<file path="src/rtl/osc_capture.sv">
// rtl/osc_capture.sv - triggered circular-buffer sample capture with trigger-aligned readout
module osc_capture #(
  parameter int DATA_W   = 8,
  parameter int ADDR_W   = 8,
  parameter int PRE_TRIG = 64
) (
  input  logic              clk,
  input  logic              rst,
  input  logic [DATA_W-1:0] sample_in,
  input  logic              sample_valid,
  input  logic              arm,
  input  logic [DATA_W-1:0] trig_level,
  input  logic              trig_edge,
  input  logic              rd_en,
  input  logic [ADDR_W-1:0] rd_addr,
  output logic [DATA_W-1:0] rd_data,
  output logic              rd_valid,
  output logic              busy,
  output logic              done,
  output logic [ADDR_W-1:0] trig_addr,
  output logic [ADDR_W-1:0] start_addr
);

  localparam int DEPTH  = 1 << ADDR_W;
  localparam int POST_N = DEPTH - PRE_TRIG - 1;

  // Terminal/reload values for the window counters, sized to the address width.
  localparam logic [ADDR_W-1:0] PRE_LAST  = ADDR_W'(PRE_TRIG - 1);
  localparam logic [ADDR_W-1:0] PRE_OFS   = ADDR_W'(PRE_TRIG);
  localparam logic [ADDR_W-1:0] POST_INIT = ADDR_W'(POST_N);
  localparam logic [ADDR_W-1:0] ONE       = ADDR_W'(1);

  localparam logic [2:0] S_IDLE = 3'd0;
  localparam logic [2:0] S_PRE  = 3'd1;
  localparam logic [2:0] S_WAIT = 3'd2;
  localparam logic [2:0] S_POST = 3'd3;
  localparam logic [2:0] S_DONE = 3'd4;

  // Sample buffer; deliberately not reset so it maps onto plain RAM.
  logic [DATA_W-1:0] r_mem [0:DEPTH-1];

  logic [2:0]        r_state;
  logic [ADDR_W-1:0] r_wr_ptr;
  logic [ADDR_W-1:0] r_pre_cnt;
  logic [ADDR_W-1:0] r_post_cnt;
  logic [DATA_W-1:0] r_prev;
  logic [ADDR_W-1:0] r_trig_addr;
  logic [ADDR_W-1:0] r_start_addr;
  logic              r_busy;
  logic              r_done;
  logic [DATA_W-1:0] r_rd_data;
  logic              r_rd_valid;

  logic [2:0]        w_state_nxt;
  logic [ADDR_W-1:0] w_wr_ptr_nxt;
  logic [ADDR_W-1:0] w_pre_cnt_nxt;
  logic [ADDR_W-1:0] w_post_cnt_nxt;
  logic [DATA_W-1:0] w_prev_nxt;
  logic [ADDR_W-1:0] w_trig_addr_nxt;
  logic [ADDR_W-1:0] w_start_addr_nxt;

  logic              w_capturing;
  logic              w_we;
  logic              w_rise;
  logic              w_fall;
  logic              w_hit;
  logic              w_rd_fire;
  logic [ADDR_W-1:0] w_rd_phys;

  // Writes are only taken while a capture is running; arm wins over a same-edge sample.
  assign w_capturing = (r_state == S_PRE) || (r_state == S_WAIT) || (r_state == S_POST);
  assign w_we        = sample_valid && !arm && w_capturing;

  // Trigger is a crossing of the level between the last written sample and the current one.
  assign w_rise = (r_prev < trig_level) && (sample_in >= trig_level);
  assign w_fall = (r_prev > trig_level) && (sample_in <= trig_level);
  assign w_hit  = trig_edge ? w_fall : w_rise;

  // Reads address the frozen window relative to its oldest sample, wrapping naturally.
  assign w_rd_phys = r_start_addr + rd_addr;
  assign w_rd_fire = rd_en && (r_state == S_DONE);

  // Next-state and counter update for the capture sequencer.
  always_comb begin
    w_state_nxt      = r_state;
    w_wr_ptr_nxt     = r_wr_ptr;
    w_pre_cnt_nxt    = r_pre_cnt;
    w_post_cnt_nxt   = r_post_cnt;
    w_prev_nxt       = r_prev;
    w_trig_addr_nxt  = r_trig_addr;
    w_start_addr_nxt = r_start_addr;

    if (arm) begin
      w_state_nxt    = S_PRE;
      w_wr_ptr_nxt   = '0;
      w_pre_cnt_nxt  = '0;
      w_post_cnt_nxt = '0;
    end else if (w_we) begin
      w_wr_ptr_nxt = r_wr_ptr + ONE;
      w_prev_nxt   = sample_in;
      case (r_state)
        S_PRE: begin
          if (r_pre_cnt == PRE_LAST) begin
            w_state_nxt = S_WAIT;
          end else begin
            w_pre_cnt_nxt = r_pre_cnt + ONE;
          end
        end
        S_WAIT: begin
          if (w_hit) begin
            w_trig_addr_nxt  = r_wr_ptr;
            w_start_addr_nxt = r_wr_ptr - PRE_OFS;
            if (POST_N == 0) begin
              w_state_nxt = S_DONE;
            end else begin
              w_state_nxt    = S_POST;
              w_post_cnt_nxt = POST_INIT;
            end
          end
        end
        S_POST: begin
          w_post_cnt_nxt = r_post_cnt - ONE;
          if (r_post_cnt == ONE) begin
            w_state_nxt = S_DONE;
          end
        end
        default: begin
          w_state_nxt = r_state;
        end
      endcase
    end
  end

  // Sequencer registers; busy/done are decoded from the next state so they track it directly.
  always_ff @(posedge clk or posedge rst) begin
    if (rst) begin
      r_state      <= S_IDLE;
      r_wr_ptr     <= '0;
      r_pre_cnt    <= '0;
      r_post_cnt   <= '0;
      r_prev       <= '0;
      r_trig_addr  <= '0;
      r_start_addr <= '0;
      r_busy       <= 1'b0;
      r_done       <= 1'b0;
    end else begin
      r_state      <= w_state_nxt;
      r_wr_ptr     <= w_wr_ptr_nxt;
      r_pre_cnt    <= w_pre_cnt_nxt;
      r_post_cnt   <= w_post_cnt_nxt;
      r_prev       <= w_prev_nxt;
      r_trig_addr  <= w_trig_addr_nxt;
      r_start_addr <= w_start_addr_nxt;
      r_busy       <= (w_state_nxt == S_PRE) || (w_state_nxt == S_WAIT) ||
                      (w_state_nxt == S_POST);
      r_done       <= (w_state_nxt == S_DONE);
    end
  end

  // Buffer write port, one sample per accepted edge at the write pointer.
  always_ff @(posedge clk) begin
    if (w_we) begin
      r_mem[r_wr_ptr] <= sample_in;
    end
  end

  // Registered read port; data holds between requests, valid pulses once per request.
  always_ff @(posedge clk or posedge rst) begin
    if (rst) begin
      r_rd_data  <= '0;
      r_rd_valid <= 1'b0;
    end else begin
      r_rd_valid <= w_rd_fire;
      if (w_rd_fire) begin
        r_rd_data <= r_mem[w_rd_phys];
      end
    end
  end

  assign rd_data    = r_rd_data;
  assign rd_valid   = r_rd_valid;
  assign busy       = r_busy;
  assign done       = r_done;
  assign trig_addr  = r_trig_addr;
  assign start_addr = r_start_addr;

endmodule

</file>
<file path="config.mk">
export PLATFORM = sky130hd
export DESIGN_NAME = osc_capture
export DESIGN_NICKNAME = d
export VERILOG_FILES = /design/src/rtl/osc_capture.sv
export SDC_FILE = /design/constraint.sdc
export NUM_CORES = 2
export LEC_CHECK = 0
export CELL_PAD_IN_SITES_DETAIL_PLACEMENT = 2
export CELL_PAD_IN_SITES_GLOBAL_PLACEMENT = 2
export CORE_MARGIN = 3
export CORE_UTILIZATION = 35
export DETAILED_ROUTE_END_ITERATION = 7
export GPL_TIMING_DRIVEN = 0
export PLACE_DENSITY_LB_ADDON = 0.1
export SETUP_SLACK_MARGIN = 0.2
export SLEW_MARGIN = 25
export SYNTH_ARGS = -nofsm -noshare
export SYNTH_HDL_FRONTEND = slang
export SYNTH_SLANG_ARGS = --single-unit
</file>
<file path="constraint.sdc">
create_clock -name clk -period 3 [get_ports clk]
set_input_delay 0.45 -clock clk [delete_from_list [all_inputs] [get_ports clk]]
set_output_delay 0.45 -clock clk [all_outputs]
set_load 0.03 [all_outputs]
</file>
# Yosys cells after proc, flatten, opt, wreduce, memory -nomap -nowiden
# Memory sizes are Yosys's and may differ from the RTL's. A register that Yosys moved wholly into a read port is not among the register bits.
# Cells that the tools add are included.
dict set report totals {
  memories 1
  elab_cells 69
  rom_bits 0
  ff_bits 54
  output_inout_bits 27
  in_bits 30
  mem_bits_rw 2048
  latch_bits 0
}
dict set report classes {
  muxes 19
  n_eq_ne 12
  mul 0
  magnitude_cmp 4
  addsub 5
  reduce_logical 17
  n_div 0
  shifts 0
  n_bitwise 1
}
# memory words word_bits read_ports rd_clocked_by_memory_dff wr line_no
set memory_table {}
lappend memory_table {r_mem 256 8 1 1 1 40} ;# logic [DATA_W-1:0] r_mem [0:DEPTH-1];
# cell n
set op_table {}
lappend op_table {{two-way mux 8 bit} 9}
lappend op_table {{adder 8 x 1 -> 8 bit (second input constant)} 2}
lappend op_table {{case mux 8 bit (2 select lines)} 1}
lappend op_table {{two-way mux 3 bit} 5}
lappend op_table {{== test 3 x 2 -> 1 bit (second input constant)} 4}
lappend op_table {{case mux 3 bit (3 select lines)} 1}
lappend op_table {{adder 8 bit} 1}
lappend op_table {{== test 8 x 1 -> 1 bit (second input constant)} 1}
lappend op_table {{== test 8 x 6 -> 1 bit (second input constant)} 1}
lappend op_table {{greater-or-equal comparator 8 bit} 1}
lappend op_table {{greater-than comparator 8 bit} 1}
lappend op_table {{<= comparator 8 bit} 1}
lappend op_table {{less-than comparator 8 bit} 1}
lappend op_table {{subtractor 8 x 1 -> 8 bit (second input constant)} 1}
lappend op_table {{subtractor 8 x 7 -> 8 bit (second input constant)} 1}
lappend op_table {{== test 3 x 1 -> 1 bit (second input constant)} 2}
lappend op_table {{== test 3 bit (second input constant)} 2}
lappend op_table {{AND reduction 3 bit} 2}
lappend op_table {{logical AND 1 bit} 5}
lappend op_table {{logical OR 1 bit} 4}
lappend op_table {{AND reduction 4 bit} 1}
lappend op_table {{nonzero test 2 bit} 2}
lappend op_table {{two-way mux 1 bit} 3}
lappend op_table {{inequality test 3 bit (second input constant)} 1}
lappend op_table {{other kinds (5)} 5}

# Longest topological paths before layout
dict set report depth {
  ltp_word 10
  depth_mapped 13
  ltp_nobuf 10
}

# Worst setup path after synthesis
# Ideal clock, no wire load.
dict set report synth_timing {
  path_type {reg2reg}
  startpoint {reg trig_addr[0] (netlist name)}
  endpoint {reg r_rd_data[4] (netlist: rd_data[4]) (read register of r_mem)}
  setup_time_ns 0.133
  period_less_slack_ns 3.452
  stages_incl_launch_ff 13
  t_required_ns 2.867
  arrival_time_ns 3.319
  slack_ns -0.452
  n_path_buf 4
  cell_sequence {dfrtp_1 -> ha_1 -> fa_1 -> buf_4 -> buf_4 -> clkbuf_1 -> clkbuf_1 -> mux4_2 -> mux4_2 -> nand2_1 -> nand3_1 -> nand3_1 -> nand4_1}
}
# item line_no
set synth_lines {}
lappend synth_lines {{end: declaration} 51} ;# logic [DATA_W-1:0] r_rd_data;

==> results.sh <==
export IMPL_muxShareOfSynthArea_pct=16.87
export IMPL_layout_cells_most_common_list="edfxtp_1 (2048), mux4_2 (574), clkbuf_16 (262)"
export IMPL_post_route_period_util_pct=129.7
export IMPL_first_global_vias=45730
export IMPL_area_share_of_fa_ha_maj_cells_after_synthesis_pct=0.5386
export IMPL_maximum_number_of_pins_on_one_net_before_global_route_repair=117
export IMPL_place_congestion=0.8080
export IMPL_post_place_ws_ps=-2835
export IMPL_grt_setup_unrepaired="true"
export IMPL_met2RoutedLength_um=143500
export IMPL_floorplan_die_area_um2=242200
export IMPL_timing_slew_headroom_pct=25.45
export IMPL_routedWlPerCell_um=38.39
export IMPL_r2r_cells=10
export IMPL_insertion_delay_ps=850
export IMPL_cts_inserted_buffers=227
export IMPL_worstSetupStartpointType="flop"
export IMPL_m1WireLength_um=129000
export IMPL_fill_cell_instance_count_of_the_final_layout=21170
export IMPL_grt_overflow_total=0
export IMPL_initial_antenna_violation_count=14
export IMPL_finalHoldViolations=0
export IMPL_final_max_slew_viol_count=0
export IMPL_min_path_type="input pin to flop"
export IMPL_power_density_cells_nw_per_um2=638.4
export IMPL_placed_area_um2=88460
export IMPL_layout_cell_area_non_filler_um2=102700
export IMPL_report_power_total_w=0.06559
export IMPL_synthDominantAreaCellType="edfxtp_1"
export IMPL_initialDrtViolationCount=4654
export IMPL_number_of_standard_cells_after_synthesis=3882
export IMPL_post_synthesis_sequential_element_count=2104
export IMPL_ys_async_sr_fraction_pct=2.662
export IMPL_drc=0
export IMPL_fmax_mhz=257.1
export IMPL_maxCapViolCount=0
export IMPL_netlist_area_um2=82700
export IMPL_cts_tree="built"
export IMPL_report_final_setup_viol=32
export IMPL_numClockSinks=2104
export IMPL_run_status="finished, violations left"
export IMPL_layout_drive_gt1_share_pct=38.29
export IMPL_area_growth_synth_to_final_pct=24.22
export IMPL_syn_nets=3947
export IMPL_hpwlAfterDp_um=196600
export IMPL_initial_cell_density_of_the_core_pct=35.36
export IMPL_grt_pass1_wl_um=403400
export IMPL_worst_path_max_fanout=8
export IMPL_syn_mean_instance_area_um2=21.30
export IMPL_clk_root_buffer_cell="clkbuf_16"
export IMPL_worstHoldPathCells=1
export IMPL_compound_gate_fraction_of_synth_area_pct=1.534
export IMPL_drtPass1Iterations=6
export IMPL_io_pins=57
export IMPL_number_of_nets_with_antenna_violations_after_routing=0
export IMPL_die_height_um=492.1
export IMPL_largest_family_of_logic_cells_by_synthesized_area="multiplexers"
export IMPL_worst_slew_pin_tran_ps=1115
export IMPL_top_layer_reached_by_signal_wires="met5"
export IMPL_via_to_cell_ratio=5.562
export IMPL_worst_ep_arrival_time_ps=4610
export IMPL_die_w_um=492.1
export IMPL_final_stage_net_count=4480
export IMPL_finalWirelength_um=297100
export IMPL_cts_clk_slew_worst_paths_ps=60
export IMPL_vdd_drop_max_mv=0.5461
export IMPL_clock_tree_buf_depth=3
export IMPL_detailroute_via_count=43030
export IMPL_yosys_area_share_simple_pct=3.228
export IMPL_final_common_cell="edfxtp_1"
export IMPL_coreArea_um2=233900
export IMPL_track_usage_pct=24.33
export IMPL_met3RoutedLength_um=14810
export IMPL_path_class="flop to flop"
export IMPL_finalCriticalPeriod_ps=3890
export IMPL_ys_warn_count=0
export IMPL_synth_yosys_seq_area_share_pct=76.06
export IMPL_skew_ps=44.03
export IMPL_floorplan_rows=177
export IMPL_yosys_area_share_xor_xnor_pct=0.2012
export IMPL_finalHoldWorstSlack_ps=38.01
export IMPL_final_core_utilization_pct=43.93
export IMPL_port_buffer_count=55
export IMPL_violations="negative setup slack"
export IMPL_synthFlopType="edfxtp_1"
export IMPL_cts_max_level=4
export IMPL_yosysUniqueCellTypes=69
export IMPL_yosysTopAreaCellShare_pct=74.36
export IMPL_edff_count_synth=2048
export IMPL_worst_endpoint_required_ps=3720
export IMPL_ys_top_cells_by_area="edfxtp_1 (74%), mux4_2 (16%), dfrtp_1 (1.7%)"
export IMPL_finalWorstSetupSlack_ps=-889.5
export IMPL_kind_of_end_point_of_the_critical_path="flop"
export IMPL_static_leakage_power_nw=32.31
-- flip-flops by register name, indices dropped and copies added, names as in the netlist --
signal,count
rd_valid,1
r_mem,2048
rd_data,8
start_addr,2
done,1
trig_addr,8
r_wr_ptr,8
r_post_cnt,8
busy,1
r_state,3
r_pre_cnt,8
r_prev,8
-- worst max-delay path, stage by stage (launching register included) --
cell and delay (ps):
dfrtp_2 420, ha_4 180, fa_2 570, buf_12 190
buf_16 200, buf_16 180, mux4_2 370, mux4_2 570
o211ai_1 500, a41o_2 390, nand4_1 120
-- where the power goes --
| group | leakage, nW | total, W | internal (W) | switching, W |
|---|---|---|---|---|
| logic | 9.60 | 0.00533 | 0.00205 | 0.00329 |
| registers | 19.1 | 0.0323 | 0.0323 | 0.0000452 |
| clock network | 3.56 | 0.0279 | 0.0160 | 0.0119 |
| total | 32.3 | 0.0656 | 0.0503 | 0.0153 |
-- layout make-up --
type,count,area (µm²),share of cell area (%)
Antenna cell,3,7.507,0.007307
Tap cell,3132,3919,3.814
Multi-Input combinational cell,1530,21390,20.82
Inverter,28,107.6,0.1047
Clock inverter,134,1242,1.209
Clock buffer,282,6013,5.853
Sequential cell,2104,62900,61.23
Buffer,220,2903,2.825
Timing Repair Buffer,304,4254,4.141
-- cell usage after synthesis, types with 6 or more instances --
cell type / instances
buf_6: 18
and3_1: 19
a21o_1: 6
mux2_2: 13
inv_1: 28
ha_1: 34
buf_4: 44
buf_1: 15
o32ai_1: 7
a32oi_1: 20
a21oi_1: 27
nand4_1: 12
mux4_1: 8
mux2_1: 9
nor2_1: 312
xor2_1: 13
nand3_1: 37
a31oi_1: 7
o211ai_1: 13
nor2b_1: 6
nor3_1: 9
a221oi_1: 9
dfrtp_1: 56
nand2_1: 221
mux4_2: 572
o21ai_0: 18
edfxtp_1: 2048
clkbuf_1: 97
a311oi_1: 16
mux2i_1: 61
xnor2_1: 6
buf_2: 44
-- stage by stage --
| step | TNS [ps] | cells |
|---|---|---|
| floorplan | -97.80 | 3882 |
| detailed placement | -3217330 | 7097 |
| CTS | -17470 | 7664 |
| finish | -10260 | 7737 |
| global placement | - | 7069 |
| global route | -14180 | 7736 |
-- cells by family (layout without fill, tap and decap cells) --
| family | Yosys count | in the layout |
|---|---|---|
| AO/OA/AOI/OAI | 169 | 169 |
| AND/OR/NAND/NOR | 644 | 644 |
| flip-flops | 2104 | 2104 |
| multiplexers | 663 | 663 |
| other | 0 | 3 |
| buffers and inverters | 248 | 968 |
| adder cells (fa/ha/maj) | 35 | 35 |
| XOR/XNOR | 19 | 19 |
-- metal layers --
metal / track usage (%) / vias up
met5: 0 / -
met4: 6.753 / 2
met3: 3.504 / 349
met2: 39.64 / 1280
met1: 34.20 / 24130
li1: - / 17280
-- what timing repair did --
item                                    4_1_cts  5_1_grt
endpoints found under the setup margin     2077     1879
hold buffers                                 14        0
cloned                                        3        2
buffers inserted                            134       68
hold endpoints to repair                    144        0
gates resized for setup                     764      260
pin swaps                                    89       57
-- path summary, 6_finish.rpt --
kind	end	slack, ps	startpoint
worst min-delay path	r_mem[169][0]	40	sample_in[0]
worst max-delay path	rd_data[4]	-890	trig_addr[0]
worst min register to register	r_post_cnt[1]	520	r_post_cnt[1]
worst max register to register	rd_data[4]	-890	trig_addr[0]
min in group asynchronous	r_pre_cnt[6]	450	rst
max in group asynchronous	r_prev[7]	1980	rst
Note: power is estimated with default switching activity, not from simulation.
